## src/rtl/bus_seq_pkg.sv

```systemverilog
// Shared definitions for the bus transfer sequencer: op codes, FSM states,
// per-op routing flags and the command-rejection rule.
package bus_seq_pkg;

    localparam int unsigned OP_W = 2;

    typedef enum logic [OP_W-1:0] {
        OP_LOAD_IMM   = 2'b00,
        OP_MOVE       = 2'b01,
        OP_ZERO       = 2'b10,
        OP_DRIVE_ONLY = 2'b11
    } op_e;

    typedef enum logic [2:0] {
        StIdle,
        StDrive,
        StWrite,
        StDone,
        StErr
    } state_e;

    // Which datapath resources an op touches.
    typedef struct packed {
        logic uses_temp;
        logic uses_src;
        logic uses_dst;
    } op_route_t;

    function automatic int unsigned cmd_width(input int unsigned data_w, input int unsigned sel_w);
        return OP_W + 2 * sel_w + data_w;
    endfunction

    function automatic op_route_t op_route(input op_e op);
        op_route_t r;
        r.uses_temp = (op == OP_LOAD_IMM) || (op == OP_ZERO);
        r.uses_src  = (op == OP_MOVE) || (op == OP_DRIVE_ONLY);
        r.uses_dst  = (op != OP_DRIVE_ONLY);
        return r;
    endfunction

    // Full-width index compare so an out-of-range index is rejected, never wrapped.
    function automatic logic cmd_reject(input op_e op, input int unsigned src,
                                        input int unsigned dst, input int unsigned num_regs);
        op_route_t r;
        logic      bad;
        r   = op_route(op);
        bad = 1'b0;
        if (r.uses_src && (src >= num_regs)) bad = 1'b1;
        if (r.uses_dst && (dst >= num_regs)) bad = 1'b1;
        if ((op == OP_MOVE) && (src == dst)) bad = 1'b1;
        return bad;
    endfunction

endpackage

```

## src/rtl/bus_seq_cmd_buf.sv

```systemverilog
// One-entry valid/ready command buffer with fall-through when empty, so an
// idle consumer sees a command in the same cycle it is offered.
module bus_seq_cmd_buf #(
    parameter int unsigned WIDTH = 8
) (
    input  logic             clock,
    input  logic             clear,
    input  logic             up_valid,
    output logic             up_ready,
    input  logic [WIDTH-1:0] up_data,
    output logic             dn_valid,
    input  logic             dn_ready,
    output logic [WIDTH-1:0] dn_data
);

    logic             full_q;
    logic [WIDTH-1:0] data_q;

    assign up_ready = !full_q;
    assign dn_valid = full_q || up_valid;
    assign dn_data  = full_q ? data_q : up_data;

    always_ff @(posedge clock or negedge clear) begin
        if (!clear) begin
            full_q <= 1'b0;
            data_q <= '0;
        end else if (full_q) begin
            if (dn_ready) full_q <= 1'b0;
        end else if (up_valid && !dn_ready) begin
            full_q <= 1'b1;
            data_q <= up_data;
        end
    end

endmodule

```

## src/rtl/bus_transfer_sequencer.sv

```systemverilog
// Sequences register-out / temp / register-in strobes for one bus transfer per command.
// Define SEQ_CMD_BUF_EN to add a 1-entry command buffer (back-to-back DONE -> DRIVE).
module bus_transfer_sequencer
    import bus_seq_pkg::*;
#(
    parameter int unsigned DATA_W   = 32,
    parameter int unsigned NUM_REGS = 16,
    parameter int unsigned SEL_W    = 5
) (
    input  logic                clock,
    input  logic                clear,
    input  logic                cmd_valid,
    output logic                cmd_ready,
    input  logic [1:0]          cmd_op,
    input  logic [SEL_W-1:0]    cmd_src,
    input  logic [SEL_W-1:0]    cmd_dst,
    input  logic [DATA_W-1:0]   cmd_imm,
    output logic [NUM_REGS-1:0] reg_out,
    output logic [NUM_REGS-1:0] reg_in,
    output logic [DATA_W-1:0]   temp_data,
    output logic                temp_enable,
    output logic                busy,
    output logic                done,
    output logic                err
);

    state_e                state;
    logic                  in_valid;
    logic                  in_ready;
    logic [1:0]            in_op_raw;
    op_e                   in_op;
    logic [SEL_W-1:0]      in_src;
    logic [SEL_W-1:0]      in_dst;
    logic [DATA_W-1:0]     in_imm;
    op_route_t             route;
    logic                  reject;
    logic [NUM_REGS-1:0]   src_hot;
    logic [NUM_REGS-1:0]   dst_hot;
    logic [NUM_REGS-1:0]   dst_hot_q;

`ifdef SEQ_CMD_BUF_EN
    localparam int unsigned CMD_W = cmd_width(DATA_W, SEL_W);
    logic [CMD_W-1:0] in_cmd;

    bus_seq_cmd_buf #(
        .WIDTH (CMD_W)
    ) u_cmd_buf (
        .clock    (clock),
        .clear    (clear),
        .up_valid (cmd_valid),
        .up_ready (cmd_ready),
        .up_data  ({cmd_op, cmd_src, cmd_dst, cmd_imm}),
        .dn_valid (in_valid),
        .dn_ready (in_ready),
        .dn_data  (in_cmd)
    );

    assign {in_op_raw, in_src, in_dst, in_imm} = in_cmd;
    // DONE may hand straight over to the next buffered command.
    assign in_ready = (state == StIdle) || (state == StDone);
`else
    assign in_valid  = cmd_valid;
    assign in_op_raw = cmd_op;
    assign in_src    = cmd_src;
    assign in_dst    = cmd_dst;
    assign in_imm    = cmd_imm;
    assign in_ready  = (state == StIdle);
    assign cmd_ready = in_ready;
`endif

    assign in_op  = op_e'(in_op_raw);
    assign route  = op_route(in_op);
    assign reject = cmd_reject(in_op, 32'(in_src), 32'(in_dst), NUM_REGS);
    assign busy   = (state != StIdle);

    always_comb begin
        src_hot = '0;
        dst_hot = '0;
        for (int i = 0; i < NUM_REGS; i++) begin
            src_hot[i] = (in_src == SEL_W'(i));
            dst_hot[i] = (in_dst == SEL_W'(i));
        end
    end

    always_ff @(posedge clock or negedge clear) begin
        if (!clear) begin
            state       <= StIdle;
            reg_out     <= '0;
            reg_in      <= '0;
            temp_enable <= 1'b0;
            temp_data   <= '0;
            done        <= 1'b0;
            err         <= 1'b0;
            dst_hot_q   <= '0;
        end else begin
            done <= 1'b0;
            err  <= 1'b0;
            case (state)
                StIdle, StDone: begin
                    if (in_valid && in_ready) begin
                        if (reject) begin
                            state <= StErr;
                            err   <= 1'b1;
                        end else begin
                            state       <= StDrive;
                            temp_enable <= route.uses_temp;
                            reg_out     <= route.uses_src ? src_hot : '0;
                            dst_hot_q   <= route.uses_dst ? dst_hot : '0;
                            if (route.uses_temp) begin
                                temp_data <= (in_op == OP_LOAD_IMM) ? in_imm : '0;
                            end
                        end
                    end else begin
                        state <= StIdle;
                    end
                end
                StDrive: begin
                    state  <= StWrite;
                    reg_in <= dst_hot_q;
                end
                StWrite: begin
                    state       <= StDone;
                    reg_out     <= '0;
                    reg_in      <= '0;
                    temp_enable <= 1'b0;
                    done        <= 1'b1;
                end
                StErr:   state <= StIdle;
                default: state <= StIdle;
            endcase
        end
    end

endmodule

```

## config.mk

```make
export PLATFORM = sky130hd
export DESIGN_NAME = bus_transfer_sequencer
export DESIGN_NICKNAME = d
export VERILOG_FILES = /design/src/rtl/bus_seq_pkg.sv /design/src/rtl/bus_seq_cmd_buf.sv /design/src/rtl/bus_transfer_sequencer.sv
export SDC_FILE = /design/constraint.sdc
export NUM_CORES = 1
export LEC_CHECK = 0
export CORE_MARGIN = 1
export CORE_UTILIZATION = 41
export CTS_CLUSTER_SIZE = 10
export DETAILED_ROUTE_END_ITERATION = 6
export PLACE_DENSITY_LB_ADDON = 0.2
export SKIP_CTS_REPAIR_TIMING = 1
export SLEW_MARGIN = 20
export SYNTH_ARGS = -nofsm -noshare
export SYNTH_HDL_FRONTEND = slang
export SYNTH_HIERARCHICAL = 1
export SYNTH_SLANG_ARGS = --single-unit
```

## constraint.sdc

```tcl
create_clock -name clock -period 1.9 [get_ports clock]
set_input_delay 0.57 -clock clock [delete_from_list [all_inputs] [get_ports clock]]
set_output_delay 0.57 -clock clock [all_outputs]
set_load 0.05 [all_outputs]
```

==> impl_metrics.py, run 1 <==
metrics = {
    "detailed_routing": {
        "ant_nets": 0,
        "drc": 0,
        "wl_um": 9320,
        "wl_met2_um": 4440,
        "dr.max_layer_used": "met4",
        "drt-initial-drc-count": 74,
        "vias": 3012,
        "wl_per_cell_um": 15.9,
        "wl_met3_um": 484,
        "met1_length_um": 4330,
        "avgViaCountPerCell": 5.14,
        "drt-pass1-iter-count": 4,
    },
    "setup_path": {
        "arrival_ns": 1.35,
        "critPathMaxFanout": 4,
        "path_class": "flop to output pin",
        "r2r_end": "temp_data[9]",
        "r2r-start": "state[0]",
        "cp.required_ns": 1.33,
        "cp-end-kind": "output pin",
        "startpoint_type": "flop",
        "crit_path_end": "cmd_ready",
        "r2r_cells": 5,
        "startpoint": "state[0]",
        "ff2ff_setup_slack_ns": 0.03,
    },
    "timing": {
        "skew_ns": 0.0114,
        "setup_viol": 1,
        "fin_crit_ns": 1.92,
        "tightest_slew_ns": 0.356,
        "finalCritPeriodShare_pct": 101,
        "worst_hold_slack_ns": 0.121,
        "hold_viol_final": 0,
        "relSlewSlack_pct": 76.3,
        "setup_ws_ns": -0.0199,
        "max_freq_ghz": 0.521,
        "rsz0062_at_grt": "yes",
        "drv_slew": 0,
    },
    "status": {
        "status": "finished, violations left",
        "failed_checks": "negative setup slack",
    },
    "cells_and_area": {
        "area_growth_syn_to_layout_pct": 56.1,
        "seq_area_um2": 2130,
        "drive_gt1_share_pct": 38.5,
        "multiInputGateArea_um2": 1450,
        "diodes": 0,
        "stdcell_count": 586,
        "final_nets": 523,
        "nFillCells": 651,
    },
    "pwr": {
        "p_int_mw": 4.31,
        "p_per_area_nw_per_um2": 1470,
        "irDropWorstVdd_mv": 1.04,
        "power.switching_mw": 3.62,
        "seq_power_share_pct": 33.5,
        "pwr-share-comb_pct": 49.8,
        "p_sw_share_pct": 45.7,
        "total_power_mw": 7.94,
        "p_leak_nw": 2.67,
        "clkPwrFrac_pct": 16.8,
    },
    "cts": {
        "max-clock-path-buffers": 2,
        "cts.sinks": 85,
        "clock_latency_ns": 0.35,
        "cts_max_level": 3,
        "cts.reportedPaths.clkPinSlew_ns": 0.09,
        "cts_buffers": 9,
        "cts_tree": "built",
        "root_buffer": "clkbuf_8",
    },
    "synth": {
        "ys_ff_latch": 85,
        "synth_top_area_share_pct": 61.5,
        "syn-num-nets": 372,
        "ys_warn_count": 6,
        "yosys.cell_types.count": 34,
        "synthCells": 325,
        "syn-cell-area_um2": 3460,
        "yosys.area.top_type": "dfrtp_1",
        "synthTopCellsByArea": "dfrtp_1 (61%), nand2_1 (9.8%), nand3_1 (4.8%)",
        "avgSynthCellArea_um2": 10.6,
        "ys_seq_area_share_pct": 61.5,
    },
    "floorplan": {
        "rows": 33,
        "dieArea_um2": 8810,
        "pin_count": 116,
        "chipHeight_um": 93.9,
        "die-width_um": 93.9,
        "core_um2": 8180,
        "start_util_pct": 42.3,
    },
    "placement": {
        "place_hpwl_um": 6170,
        "io_buffer_count": 115,
        "dp.cells": 564,
        "gp_congestion": 0.788,
    },
    "global_routing": {
        "grt_pass1_wl_um": 14200,
        "grt_pass1_vias": 2853,
        "overflow": 0,
        "track_usage_pct": 20.8,
        "antenna_found_initial": 0,
        "grt_max_degree": 42,
    },
    "job": {
        "cap_violations": 0,
    },
    "hold_path": {
        "hold_class": "input port to async pin",
    },
}
==> Yosys cell counts, drive strengths merged <==
cell and count:
a21bo 1, a21boi 1, a22o 16, a32o 4, and2 1, and4b 1
and4bb 1, buf 10, clkbuf 8, dfrtp 85, inv 6, nand2 90
nand2b 1, nand3 33, nand4 1, nor2 8, nor2b 3, nor3 2
nor3b 1, nor4 1, nor4b 2, o2111ai 1, o211a 1, o211ai 5
o21a 3, o21ai 3, o22ai 16, o2bb2ai 12, or3 2, or4b 1
xnor2 5
==> state kept, by name, summed over array words and instances, names as in the netlist <==
signal       count
reg_out         16
dst_hot_q       16
temp_enable      1
reg_in          16
state            2
temp_data       32
done             1
err              1
==> cells in the final DEF, fill, tap and decap left out, types with 2 or more instances in the layout <==
cell type        netlist  final
nor2b_1                3      3
o22ai_1               16     15
o21ai_2                0      2
a32o_1                 4      4
dlymetal6s2s_1         0      5
nor2_1                 8      8
nor3_4                 0      2
nand2_1               90     53
nand3_1               33     33
inv_1                  6      5
a22o_1                16     16
nand2_4                0     12
buf_6                  3      4
xnor2_2                0      2
dfrtp_1               85     84
or3_4                  0      2
xnor2_1                5      3
clkbuf_16              0      3
clkbuf_8               0     10
o2bb2ai_1             12     12
inv_6                  0      2
buf_4                  0     99
buf_12                 0      7
o21a_1                 3      3
o211ai_1               4      4
nand2_2                0     25
clkdlybuf4s50_1        0     40
==> worst min path at each step <==
stage,cells past startpoint,slack (ns),endpoint,from
finish,1,0.12,temp_enable,clear
global route,1,0.13,temp_data[20],clear
CTS,1,0.12,temp_data[20],clear
detailed placement,2,0.46,temp_data[24],temp_data[24]
global placement,2,0.45,temp_data[9],temp_data[9]
floorplan,0,0.27,done,clear
==> cells by family (layout without fill, tap and decap cells) <==
| group | after synthesis | in the layout | share of synthesized area (%) |
|---|---|---|---|
| AOI/OAI and AO/OA | 63 | 63 | 14.5 |
| buffers and inverters | 24 | 180 | 3.51 |
| DFF | 85 | 85 | 61.5 |
| and+or+nand+nor | 148 | 148 | 19.3 |
| xor gates and xnor gates | 5 | 5 | 1.27 |
==> area by class of cell <==
type / count / share of cell area [%]
multi-input combinational: 216 / 26.8
sequential: 85 / 39.4
clock inverter: 6 / 1.27
inverter: 6 / 0.417
clock buffer: 10 / 2.55
timing repair buffer: 158 / 27.1
tap: 105 / 2.43
==> worst max-delay path, stage by stage, from the launching register on <==
cell     delay (ns)
dfrtp_1        0.40
buf_6          0.14
nor3_4         0.22
buf_6          0.13
buf_12         0.12
==> metrics by stage <==
stage                     cell area, um2  utilization [%]  worst slack, ns  setup TNS [ns]
after CTS                           5060             61.9           -0.179           -5.94
final                               5400             66.1          -0.0199         -0.0199
after global routing                5400             66.1           -0.113          -0.628
after global placement              4850             59.4           -0.549          -28.55
after floorplan                     3470                -          -0.0718           -2.12
after detailed placement            4850             59.4           -0.549          -29.65
==> power by group through the flow <==
stage | clock network (mW) | registers [mW] | logic, mW
CTS | 1.35 | 2.56 | 3.67
finish | 1.33 | 2.66 | 3.95
floorplan | 0 | 4.06 | 0.813
global placement | 0 | 2.57 | 3.63
global route | 1.43 | 2.71 | 4.17
detailed placement | 0 | 2.59 | 3.66
==> layer usage <==
layer | global-route usage, % | vias up
met5 | 0 | -
met4 | 5.00 | 0
met3 | 5.10 | 6
met2 | 31.4 | 83
met1 | 30.0 | 1480
li1 | - | 1443
(Power assumes the default switching activity.)
==> inputs of run 2 (changes only) <==
- ABC_AREA: default -> 1
- CORE_UTILIZATION: 41 -> 42
==> run 2 against run 1 <==
Against the previous run: via count up 7.8%; register-to-register slack better by 0.25 ns; first-iteration DRC count up 62%; highest routed layer unchanged; critical path depth unchanged; design area down 3.4%; utilization down 3.8 points; wire length down 4.3%; cell count up 17%; synthesized cell count up 36%; the flow now finishes without violations; worst setup slack better by 0.11 ns; worst hold slack better by 0.12 ns.
==> impl_metrics.py, run 2 <==
metrics = {
    "cts": {
        "max-clock-path-buffers": 2,
        "cts_tree": "built",
        "clock_latency_ns": 0.35,
        "cts_max_level": 3,
        "cts.reportedPaths.clkPinSlew_ns": 0.08,
        "root_buffer": "clkbuf_8",
        "cts.sinks": 85,
        "cts_buffers": 9,
    },
    "pwr": {
        "total_power_mw": 7.41,
        "irDropWorstVdd_mv": 0.775,
        "p_per_area_nw_per_um2": 1420,
        "p_leak_nw": 2.84,
    },
    "hold_path": {
        "hold_class": "input port to async pin",
    },
    "setup_path": {
        "critPathTopFamily": "flip-flops",
        "cp-end-kind": "output pin",
        "path_class": "flop to output pin",
        "startpoint_type": "flop",
        "worst-path-buf-inv": 2,
        "worst_path_max_delay_cell": "dfrtp_2",
        "cp.required_ns": 1.33,
        "ff2ff_setup_slack_ns": 0.28,
        "arrival_ns": 1.24,
        "cpPeakStageDelay_ns": 0.43,
        "path_cells": "nor2_2 -> nand2_2 -> clkinvlp_4 -> buf_12",
        "critPathMaxFanout": 3,
    },
    "placement": {
        "place_ws_ns": -0.361,
        "place_hpwl_um": 6400,
        "io_buffer_count": 115,
        "gp_congestion": 0.874,
        "place_area_um2": 4960,
    },
    "cells_and_area": {
        "drive_gt1_share_pct": 24.6,
        "seq_area_um2": 2130,
        "multiInputGateArea_um2": 1320,
        "final_cell_mix": "nand2_1 (172), buf_4 (91), dfrtp_1 (84), nand3_1 (42), nor2_1 (41)",
        "regMostFlops": "temp_data",
        "diodes": 0,
        "final_nets": 626,
        "largest_reg_flops": 32,
        "area_growth_syn_to_layout_pct": 40.9,
        "stdcell_area_um2": 5220,
        "nFillCells": 730,
        "final_common_cell": "nand2_1",
    },
    "synth": {
        "ys_ff_latch": 85,
        "syn-num-nets": 490,
        "syn-cell-area_um2": 3710,
        "ys.flop_type": "dfrtp_1",
        "ys_warn_count": 6,
        "yosysMostFrequentCell": "nand2_1",
        "avgSynthCellArea_um2": 8.37,
        "yosys.area.top_type": "dfrtp_1",
        "yosys.cell_types.count": 22,
        "synthTopCellsByCount": "nand2_1 (173), dfrtp_1 (85), nand3_1 (43), nor2_1 (42), inv_1 (36)",
        "synthTopCellsByArea": "dfrtp_1 (57%), nand2_1 (18%), nand3_1 (5.8%)",
        "synth-async-reset-ratio_pct": 100,
        "ys_seq_area_share_pct": 57.4,
        "synth_edf_count": 0,
        "synth_top_area_share_pct": 57.4,
        "synthCells": 443,
    },
    "timing": {
        "drv_slew": 0,
        "fin_crit_ns": 1.81,
        "tightest_slew_ns": 0.454,
        "relSlewSlack_pct": 69.7,
        "setup_viol": 0,
        "max_freq_ghz": 0.554,
        "hold_viol_final": 0,
        "skew_ns": 0.00610,
        "finalCritPeriodShare_pct": 95.0,
        "rsz0062_at_grt": "no",
        "setup_ws_ns": 0.0941,
    },
    "detailed_routing": {
        "drc": 0,
        "ant_nets": 0,
        "drt-pass1-iter-count": 4,
        "wl_per_cell_um": 13.0,
        "vias": 3248,
        "avgViaCountPerCell": 4.73,
        "wl_um": 8920,
        "drt-initial-drc-count": 120,
    },
    "floorplan": {
        "core_um2": 8380,
        "rows": 33,
        "die-width_um": 95.9,
        "dieArea_um2": 9200,
        "chipHeight_um": 95.9,
        "pin_count": 116,
        "start_util_pct": 44.2,
    },
    "status": {
        "status": "finished clean",
    },
    "global_routing": {
        "grt_pass1_wl_um": 14100,
        "antenna_found_initial": 0,
        "grt_pass1_vias": 3081,
        "grt_max_degree": 86,
        "grt_util_met3_pct": 4.11,
        "overflow": 0,
        "grt_busiest_layer": "met2",
        "grtUsageMet1_pct": 26.3,
        "track_usage_pct": 20.0,
        "gr-usage-met2_pct": 32.2,
    },
    "job": {
        "cap_violations": 0,
    },
}
-- run 2: final timing paths --
check	from	end	cells past startpoint
max in group asynchronous	clear	temp_data[14]	2
max	err	cmd_ready	4
min in group clock	temp_data[10]	temp_data[10]	2
min	clear	reg_out[13]	2
min reg2reg	temp_data[10]	temp_data[10]	2
max reg2reg	err	temp_data[1]	9
-- run 2: power by group --
part	switching, mW	internal (mW)
Combinational	2.55	1.09
Sequential	0.264	2.29
Clock	0.626	0.589
-- run 2: routing by layer --
metal / vias to the layer above / share of wire [%]
met3: 6 / 4.7
met4: 0 / 1.1
met2: 74 / 48
met1: 1530 / 47
li1: 1638 / -
met5: - / 0
-- run 2: final cells by class --
cell class | instances | area share [%]
repair buffers | 144 | 25.0
flip-flops and latches | 85 | 40.8
clock buffers | 9 | 2.37
clock inverters | 5 | 1.03
well taps | 105 | 2.52
multi-input cells | 299 | 25.3
inverters | 40 | 3.00
-- run 2: kinds of logic (layout without fill, tap and decap cells) --
family,Yosys count,in the layout,share of synthesized area (%)
simple gates,265,265,29.0
flops,85,85,57.4
buf+inv,59,198,7.39
compound gates,34,34,6.25
-- run 2: per-stage QoR --
step / setup TNS (ns) / instances / hold slack [ns] / util (%)
final: 0 / 687 / 0.238 / 62.3
after global routing: 0 / 687 / 0.273 / 62.3
after CTS: 0 / 684 / 0.262 / 61.3
after detailed placement: -22.42 / 670 / 0.467 / 59.1
after global placement: -19.58 / 670 / 0.463 / 59.1
after floorplan: 0 / 443 / 0.274 / -
